### config.mk
export PLATFORM = sky130hd
export DESIGN_NAME = apb_timer_flat
export DESIGN_NICKNAME = d
export VERILOG_FILES = /design/src/rtl/apb_timer_pkg.sv /design/src/rtl/apb_timer_if.sv /design/src/rtl/apb_timer_presc.sv /design/src/rtl/apb_timer.sv /design/src/flat_wrapper.sv
export SDC_FILE = /design/constraint.sdc
export NUM_CORES = 1
export LEC_CHECK = 0
export BUFFER_PORTS_ARGS = -buffer_cell sky130_fd_sc_hd__buf_4
export CAP_MARGIN = 20
export CORE_UTILIZATION = 55
export DETAILED_ROUTE_END_ITERATION = 16
export PLACE_DENSITY = 0.84
export SLEW_MARGIN = 5
export SYNTH_ARGS = -nofsm -noshare
export SYNTH_HDL_FRONTEND = slang
export SYNTH_SLANG_ARGS = --single-unit
### constraint.sdc
create_clock -name PCLK -period 3.59 [get_ports PCLK]
set_input_delay 0.5385 -clock PCLK [delete_from_list [all_inputs] [get_ports PCLK]]
set_output_delay 0.5385 -clock PCLK [all_outputs]
set_load 0.1 [all_outputs]
### src/rtl/apb_timer_pkg.sv
// Shared timer/bridge constants: slave window bases, timer register offsets,
// CTRL/STATUS bit positions and the register-offset decoder.
package apb_timer_pkg;

  localparam logic [31:0] APB_PSEL0_BASE = 32'h0000_0000;
  localparam logic [31:0] APB_PSEL1_BASE = 32'h0000_0100;
  localparam logic [31:0] APB_PSEL1_LAST = 32'h0000_01FF;

  localparam logic [7:0] TMR_CTRL   = 8'h00;
  localparam logic [7:0] TMR_PRESC  = 8'h04;
  localparam logic [7:0] TMR_LOAD   = 8'h08;
  localparam logic [7:0] TMR_COUNT  = 8'h0C;
  localparam logic [7:0] TMR_STATUS = 8'h10;

  localparam int CTRL_EN_BIT     = 0;
  localparam int CTRL_RELOAD_BIT = 1;
  localparam int CTRL_IRQEN_BIT  = 2;
  localparam int STATUS_EXP_BIT  = 0;

  typedef enum logic [2:0] {
    REG_CTRL,
    REG_PRESC,
    REG_LOAD,
    REG_COUNT,
    REG_STATUS,
    REG_NONE
  } tmr_reg_e;

  // Full byte-offset compare: unaligned or unmapped offsets decode to REG_NONE.
  function automatic tmr_reg_e tmr_decode(input logic [7:0] addr);
    tmr_reg_e r;
    case (addr)
      TMR_CTRL:   r = REG_CTRL;
      TMR_PRESC:  r = REG_PRESC;
      TMR_LOAD:   r = REG_LOAD;
      TMR_COUNT:  r = REG_COUNT;
      TMR_STATUS: r = REG_STATUS;
      default:    r = REG_NONE;
    endcase
    return r;
  endfunction

endpackage

### src/rtl/apb_timer_if.sv
// APB slave-side signal bundle between the bridge (master) and the timer (slave).
interface apb_timer_if;
  logic        PSEL;
  logic        Pen;
  logic        Pwrite;
  logic [7:0]  Paddr;
  logic [31:0] Pwdata;
  logic [31:0] Prdata;

  modport master (output PSEL, Pen, Pwrite, Paddr, Pwdata, input Prdata);
  modport slave  (input PSEL, Pen, Pwrite, Paddr, Pwdata, output Prdata);
endinterface

### src/rtl/apb_timer_presc.sv
// Prescaler: counts 0..presc while enabled and emits a one-cycle tick on the
// terminal count. A clear (LOAD write) restarts the count and swallows the tick.
module apb_timer_presc #(
  parameter int PRESC_W = 16
) (
  input  logic               clk_i,
  input  logic               rst_ni,
  input  logic               en_i,
  input  logic               clr_i,
  input  logic [PRESC_W-1:0] presc_i,
  output logic               tick_o
);

  logic [PRESC_W-1:0] pcnt_q, pcnt_d;
  logic               hit;

  assign hit    = (pcnt_q == presc_i);
  assign tick_o = en_i & hit & ~clr_i;

  // Next count: wrap on terminal count, hold at zero while disabled or cleared.
  always_comb begin
    pcnt_d = pcnt_q + PRESC_W'(1);
    if (clr_i || !en_i || hit) pcnt_d = '0;
  end

  // Prescaler count register.
  always_ff @(posedge clk_i or negedge rst_ni) begin
    if (!rst_ni) pcnt_q <= '0;
    else         pcnt_q <= pcnt_d;
  end

endmodule

### src/rtl/apb_timer.sv
// APB timer slave: register file, read mux and prescaled down-counter with
// auto-reload / one-shot modes and a sticky expiry flag.
// Optional feature macro: APB_TIMER_IRQ_EN (adds CTRL.IRQEN and a registered irq).
module apb_timer
  import apb_timer_pkg::*;
#(
  parameter int CNT_W   = 32,
  parameter int PRESC_W = 16
) (
  input  logic         PCLK,
  input  logic         Prst,
  apb_timer_if.slave   bus,
  output logic         irq
);

  tmr_reg_e           sel;
  logic               wr_en, wr_ctrl, wr_presc, wr_load, wr_status;
  logic               tick;

  logic               en_q, en_d;
  logic               reload_q, reload_d;
  logic [PRESC_W-1:0] presc_q, presc_d;
  logic [CNT_W-1:0]   load_q, load_d;
  logic [CNT_W-1:0]   count_q, count_d;
  logic               exp_q, exp_d;
  logic               irqen_q;
  logic [31:0]        rdata;

  assign sel       = tmr_decode(bus.Paddr);
  assign wr_en     = bus.PSEL & bus.Pen & bus.Pwrite;
  assign wr_ctrl   = wr_en & (sel == REG_CTRL);
  assign wr_presc  = wr_en & (sel == REG_PRESC);
  assign wr_load   = wr_en & (sel == REG_LOAD);
  assign wr_status = wr_en & (sel == REG_STATUS);

  apb_timer_presc #(.PRESC_W(PRESC_W)) u_presc (
    .clk_i   (PCLK),
    .rst_ni  (Prst),
    .en_i    (en_q),
    .clr_i   (wr_load),
    .presc_i (presc_q),
    .tick_o  (tick)
  );

  // Next-state: later assignments win, giving LOAD write > tick, CTRL write >
  // one-shot EN clear, and expiry set > same-cycle W1C.
  always_comb begin
    en_d     = en_q;
    reload_d = reload_q;
    presc_d  = presc_q;
    load_d   = load_q;
    count_d  = count_q;
    exp_d    = exp_q;

    if (wr_status && bus.Pwdata[STATUS_EXP_BIT]) exp_d = 1'b0;

    if (tick) begin
      if (count_q != '0) begin
        count_d = count_q - CNT_W'(1);
      end else begin
        exp_d = 1'b1;
        if (reload_q) count_d = load_q;
        else          en_d    = 1'b0;
      end
    end

    if (wr_ctrl) begin
      en_d     = bus.Pwdata[CTRL_EN_BIT];
      reload_d = bus.Pwdata[CTRL_RELOAD_BIT];
    end
    if (wr_presc) presc_d = bus.Pwdata[PRESC_W-1:0];
    if (wr_load) begin
      load_d  = bus.Pwdata[CNT_W-1:0];
      count_d = bus.Pwdata[CNT_W-1:0];
    end
  end

  // Register file and counter state.
  always_ff @(posedge PCLK or negedge Prst) begin
    if (!Prst) begin
      en_q     <= 1'b0;
      reload_q <= 1'b0;
      presc_q  <= '0;
      load_q   <= '0;
      count_q  <= '0;
      exp_q    <= 1'b0;
    end else begin
      en_q     <= en_d;
      reload_q <= reload_d;
      presc_q  <= presc_d;
      load_q   <= load_d;
      count_q  <= count_d;
      exp_q    <= exp_d;
    end
  end

`ifdef APB_TIMER_IRQ_EN
  logic irq_q;

  // IRQEN bit and registered level interrupt (one cycle behind EXP/IRQEN).
  always_ff @(posedge PCLK or negedge Prst) begin
    if (!Prst) begin
      irqen_q <= 1'b0;
      irq_q   <= 1'b0;
    end else begin
      if (wr_ctrl) irqen_q <= bus.Pwdata[CTRL_IRQEN_BIT];
      irq_q <= exp_q & irqen_q;
    end
  end

  assign irq = irq_q;
`else
  assign irqen_q = 1'b0;
  assign irq     = 1'b0;
`endif

  // Read mux; unimplemented bits and offsets read as zero.
  always_comb begin
    rdata = '0;
    case (sel)
      REG_CTRL: begin
        rdata[CTRL_EN_BIT]     = en_q;
        rdata[CTRL_RELOAD_BIT] = reload_q;
        rdata[CTRL_IRQEN_BIT]  = irqen_q;
      end
      REG_PRESC:  rdata = 32'(presc_q);
      REG_LOAD:   rdata = 32'(load_q);
      REG_COUNT:  rdata = 32'(count_q);
      REG_STATUS: rdata[STATUS_EXP_BIT] = exp_q;
      default:    rdata = '0;
    endcase
  end

  // Zero when not read-selected so slave read buses can be OR-ed together.
  assign bus.Prdata = (Prst && bus.PSEL && !bus.Pwrite) ? rdata : 32'h0;

endmodule

### src/flat_wrapper.sv
// flat-port wrapper written by rule: the top's interface ports become plain ports
module apb_timer_flat import apb_timer_pkg::*;
#(
  parameter int CNT_W   = 32,
  parameter int PRESC_W = 16
)
  (PCLK, Prst, irq, bus_PSEL, bus_Pen, bus_Pwrite, bus_Paddr, bus_Pwdata, bus_Prdata);
  apb_timer_if bus_i ();
  input  logic PCLK;
  input  logic Prst;
  output logic irq;
  input wire logic [$bits(bus_i.PSEL)-1:0] bus_PSEL;
  input wire logic [$bits(bus_i.Pen)-1:0] bus_Pen;
  input wire logic [$bits(bus_i.Pwrite)-1:0] bus_Pwrite;
  input wire logic [$bits(bus_i.Paddr)-1:0] bus_Paddr;
  input wire logic [$bits(bus_i.Pwdata)-1:0] bus_Pwdata;
  output wire logic [$bits(bus_i.Prdata)-1:0] bus_Prdata;
  assign bus_i.PSEL = bus_PSEL;
  assign bus_i.Pen = bus_Pen;
  assign bus_i.Pwrite = bus_Pwrite;
  assign bus_i.Paddr = bus_Paddr;
  assign bus_i.Pwdata = bus_Pwdata;
  assign bus_Prdata = bus_i.Prdata;
  apb_timer #(.CNT_W(CNT_W), .PRESC_W(PRESC_W)) u_core (.PCLK(PCLK), .Prst(Prst), .bus(bus_i), .irq(irq));
endmodule
-- Yosys cells after proc, flatten, opt, wreduce, memory -nomap -nowiden
Cells that the tools add are included.
W data, S select, Z words.
- add/subtract/negate cells: 2
- eq/ne operators: 11
- mux-type cells: 17
- bitwise operators: 9
- reduce and logical (&&, ||, !) cells: 15
- operators with widths (operator ; count):
    $mux W32 ; 5
    $pmux W29 S3 ; 1
    $reduce_bool A32 Y1 ; 1
    $sub A32 B1 Y32 const B ; 1
    $add A16 B1 Y16 const B ; 1
    $eq A16 B16 Y1 ; 1
    $eq A8 B4 Y1 const B ; 2
    $mux W16 ; 1
    $pmux W3 S5 ; 1
    $and A1 B1 Y1 ; 8
    $eq A8 B3 Y1 const B ; 1
    $eq A8 B5 Y1 const B ; 1
    $logic_not A8 Y1 ; 1
    $pmux W2 S4 ; 1
    $mux W1 ; 7
    $eq A3 B2 Y1 const B ; 2
    $pmux W1 S5 ; 1
    $ne A2 B1 Y1 const B ; 2
    $reduce_bool A2 Y1 ; 2
    $eq A3 B1 Y1 const B ; 1
    $eq A3 B3 Y1 const B ; 1
    $logic_and A1 B1 Y1 ; 3
    $logic_not A3 Y1 ; 1
    $reduce_and A3 Y1 ; 1
    5 further kinds ; 7
- register bits after elaboration: 99
- input port bits: 45
- output and inout port bits: 33
- logic and storage cells: 61

-- Depth between registers and ports, before layout
- depth after elaboration: 8
- depth in mapped cells: 10
- mapped depth without buffers: 8

-- Cells and area by module
From an unflattened synthesis, not the netlist that was laid out.
- cell total of the unflattened synthesis: 698
- area, all modules: 6035.8 sq um
- modules (own cells, without submodules) (module ; instances ; cells each ; area an instance (sq um) ; sequential area each (sq um)):
    apb_timer ; 1 ; 597 ; 5033.6 ; 2077.0
    apb_timer_presc ; 1 ; 101 ; 1002.2 ; 400.4

-- Least setup slack after synthesis
Ideal clock, no wire load.
- kind: input-to-output
- start point: input port bus_Paddr[1]
- end point: output port bus_Prdata[0]
- arrival time: 3.951 ns
- required time: 3.052 ns
- path slack: -0.899 ns
- stages on the path: 5
- path buffers: 1
- cells stage by stage: or4_1 > clkbuf_1 > nor3_1 > a2bb2oi_1 > nor3_1
- word-level cells in the longest chain between the ends: 5
- elaborated cells on any way between the ends: 13
- classes of those cells: eq/ne: 8; mux: 3; reduce/logical: 2
- RTL lines (item ; RTL line ; text):
    start: declaration ; flat_wrapper.sv:15 ; input wire logic [$bits(bus_i.Paddr)-1:0] bus_Paddr;
    $eq A8 B5 Y1 (tied with other cells) ; apb_timer_pkg.sv:32 ; case (addr)
    $pmux W3 S5 * ; apb_timer_pkg.sv:32 ;
    $eq A3 B3 Y1 (tied with other cells) ; apb_timer.sv:120 ; case (sel)
    $pmux W1 S5 * ; apb_timer.sv:120 ;
    $mux W32 * ; apb_timer.sv:135 ; assign bus.Prdata = (Prst && bus.PSEL && !bus.Pwrite) ? rdata : 32'h0;
    end: declaration ; flat_wrapper.sv:17 ; output wire logic [$bits(bus_i.Prdata)-1:0] bus_Prdata;
Mark *: on every way between the ends. The rest lies on a longest branch, timed or not.

-- Worst setup path after layout
- start point: input port bus_Paddr[1]
- end point: output port bus_Prdata[17]
- word-level cells in the longest chain between the ends: 5
- elaborated cells on any way between the ends: 11
- classes of those cells: eq/ne: 7; mux: 3; reduce/logical: 1
- RTL lines (item ; RTL line):
    $eq A8 B5 Y1 (tied with other cells) ; apb_timer_pkg.sv:32
    $pmux W3 S5 * ; apb_timer_pkg.sv:32
    $eq A3 B2 Y1 / $eq A3 B1 Y1 (equally long branches) ; apb_timer.sv:120
    $pmux W29 S3 * ; apb_timer.sv:120
    $mux W32 * ; apb_timer.sv:135
Marks and branches as above.

==> results.txt <==
----------------------------------------------------
[Finish]
  Fraction of final layout cells sized beyond drive strength 1 ... 0.239
  Final design instance area without fill ... approximately 0.007 mm^2
  Synthesis-to-finish area growth ... 17.1%
  Final nets ... roughly 800
  Fillers ... around 840
  Antenna diodes ... 0

[STA]
  Worst clock skew on the final layout ... ~8.7 ps
  Worst-Margin Slew ... about 870 ps
  Max-slew violation total from the final report ... 0
  Final period util ... 0.945
  Worst hold slack across all endpoints ... ~270 ps
  Total count of hold-check failures in the final report ... 0
  Period minus WS final ... 3390 ps
  Remaining max-slew budget at the tightest pin ... 0.418
  Final Setup Violations ... 0
  Setup repair after global routing missed its margin ... no
  Sum of negative setup slack ... 0 ps
  Max Fclk ... about 290 MHz

[Clock tree]
  TritonCTS clock tree ... done
  Clock sink count ... 99
  Post-cts sizing count ... 0
  Level count of the clock H-tree ... 3
  Max Buffers Root-to-Sink ... 2
  Clock transition at the registers of the reported paths ... 90 ps
  Count of buffers added by post-CTS timing repair for setup ... 0
  CTS buffer count ... 9
  Post-CTS Hold Buffers ... 0
  Clock root cell ... clkbuf_8
  Clock insertion delay at the later pin of the skew report ... about 380 ps

[Critical path]
  Endpoint kind of the worst setup timing path ... output pin
  Kind of launch point of the worst setup path ... input pin
  Largest stage delay, worst path ... between 600 and 700 ps
  Worst-path maximum fanout ... 16
  Crit path arrival time ... about 2900 ps
  CP max-delay cell ... or2_2
  Required time of the critical path ... 3050 ps
  Category of the most critical setup path ... input pin to output pin
  Cells along the critical path ... buf_4 > or4_1 > or4_1 > or2_2 > nor2_4 > buf_4

[Floorplan]
  Starting utilization of the core area ... 0.573
  Floorplan row count ... 37
  I/O Pins ... about 80
  Die area ... 0.0113 mm^2
  Placeable core region ... 0.0105 mm^2
  Die Ht ... 106 um
  Die X ... roughly 110 um

[Synth]
  Fraction of the mapped netlist area in adder cells ... 0.00626
  Syn nets ... ~740
  Sequential fraction of the synthesis area ... 0.413
  Async set-reset flop share out of synthesis ... 1.00
  Total of warnings raised by yosys ... 0
  Most frequently used cell type in the post-synthesis netlist ... nand2_1
  Most area-hungry cell type in the Yosys netlist ... dfrtp_1
  Fraction of post-synthesis cell area in the top cell type by area ... 0.413
  Commonest cells post-synth ... nand2_1 (116), dfrtp_1 (99), nor2_1 (82)
  Number of flip-flops and latches in the synthesized netlist ... a little under 100
  Number of library cell types mapped by synthesis ... 64
  Combined area of all synthesized cells ... 0.00599 mm^2
  Post-synthesis compound-gate area fraction ... 0.163
  Count of flip-flops with a built-in enable after synthesis ... 0
  Avg Synthesized Cell Area ... between 8 and 9 um^2
  Mapped Cells ... a little under 700
  Simple logic cell fraction of the synthesized area ... 0.249
  Top post-synthesis cells by area ... dfrtp_1 (41%), nand2_1 (7.3%), mux2_2 (6.0%)
  Fraction of synthesized area in multiplexers ... 0.0651
  Xor and xnor area share after synthesis ... 0.0570
  Dominant combinational cell family by area after synthesis ... simple AND/OR/NAND/NOR gates
  Top FF cell, synth ... dfrtp_1

[Drt]
  Count of unresolved DRC violations after routing ... 0
  Vias per inst ... 6.37
  Average detailed-routed wire length per instance ... about 19 um
  Total number of vias ... 5698
  Number of nets with antenna violations after routing ... 0
  Iteration-0 DRC Markers ... approximately 690
  DRT Wirelength ... between 15 and 20 mm
  Pre-Repair DR Iteration Count ... 6

[Worst hold path]
  Hold/Removal Path Class ... input pin to async pin

[Global route]
  Vias in the first global route ... ~5500
  Global-route total usage across every layer ... 0.314
  Pin count of the biggest net entering global routing ... 56
  Wire length of the first global-routing pass ... between 20 and 30 mm
  Number of antenna violations at the first check in global routing ... 0
  Leftover overflow at the end of global routing ... 0

[Flow run]
  Max-cap violations ... 0

[Power]
  Static power due to leakage ... about 3.2 nW
  Peak supply drop ... 0.207 mV
  Power density of the placed cells ... between 300 and 400 mW/mm^2

[Place]
  DP Area ... about 0.0068 mm^2
  Post-detailed-placement half-perimeter wirelength ... about 12 mm
  Routability congestion estimate ... 0.933
  Port buffer count ... between 70 and 80

[Outcome]
  Outcome ... completed

----------------------------------------------------
routing by layer:
metal  share of wire  wire length [um]  GRT usage  vias to the layer above
met2            0.47              8050      0.510                      315
met1            0.40              6840      0.410                     2743
met3           0.089              1510     0.0546                       55
met5               0                 0          0                        -
met4           0.033               564      0.145                        0
li1                -                 -          -                     2585
sequential cells by signal (all words and copies together), names as in the netlist:
| signal | cells |
|---|---|
| u_core.en_q | 1 |
| u_core.u_presc.pcnt_q | 16 |
| u_core.exp_q | 1 |
| u_core.presc_q | 16 |
| u_core.count_q | 32 |
| u_core.load_q | 32 |
| u_core.reload_q | 1 |
layout make-up:
cell class | count | area, um^2 | share of cell area
Tap cell | 136 | 170 | 0.0243
Clock inverter | 6 | 88.8 | 0.0127
Timing Repair Buffer | 97 | 728 | 0.104
Sequential cell | 99 | 2480 | 0.353
Inverter | 14 | 52.6 | 0.00749
Clock buffer | 10 | 128 | 0.0182
Multi-Input combinational cell | 532 | 3370 | 0.481
critical path, delay by kind of cell:
family	cells	cell delay [ps]
AND/OR/NAND/NOR	4	1880
buffers and inverters	2	410
power by group:
part | internal [mW] | switching [mW] | total [mW]
Combinational | 0.131 | 0.173 | 0.305
Clock | 0.394 | 0.403 | 0.797
Sequential | 1.14 | 0.0411 | 1.18
layout by cell type (no fill, tap or decap), types with 10 or more instances in the layout:
cell type	Yosys	routed
a211oi_1	10	10
nand3_1	16	16
buf_4	3	97
nand2_1	116	116
dfrtp_1	99	99
mux2_2	32	32
xor2_1	13	13
a21oi_1	10	10
a22oi_1	30	30
inv_1	14	14
nor2_4	0	16
xnor2_1	26	26
nor2_1	82	66
o21ai_0	24	24
nor3_1	31	29
nand4_1	14	14
path summary, 6_finish.rpt:
| kind | start | to | slack, ps | cells past startpoint |
|---|---|---|---|---|
| setup / recovery | bus_Paddr[1] | bus_Prdata[17] | 200 | 6 |
| hold / removal | Prst | u_core.count_q[24] | 270 | 2 |
| setup reg to reg | u_core.count_q[27] | u_core.count_q[11] | 430 | 6 |
| hold reg to reg | u_core.load_q[10] | u_core.load_q[10] | 500 | 2 |
| max in group asynchronous | Prst | u_core.u_presc.pcnt_q[11] | 2160 | 3 |
| min in group PCLK | bus_Pwdata[19] | u_core.load_q[19] | 350 | 3 |
cell families (layout without fill, tap and decap cells):
kind of cell             after synthesis  in the layout
adder cells (fa/ha/maj)                3              3
flip-flops                            99             99
multiplexers                          35             35
AO/OA/AOI/OAI                        137            137
AND/OR/NAND/NOR                      317            317
buffers and inverters                 57            127
other                                  1              1
XOR/XNOR                              39             39
per-stage QoR:
step	total power, mW	utilization	instances	worst slack [ps]
after global routing	2.36	0.671	894	144
after detailed placement	1.50	0.650	878	200
after CTS	2.29	0.671	894	195
final	2.28	0.671	894	197
after global placement	1.49	0.650	878	265
after floorplan	1.37	-	688	-268
(Power assumes the default switching activity.)
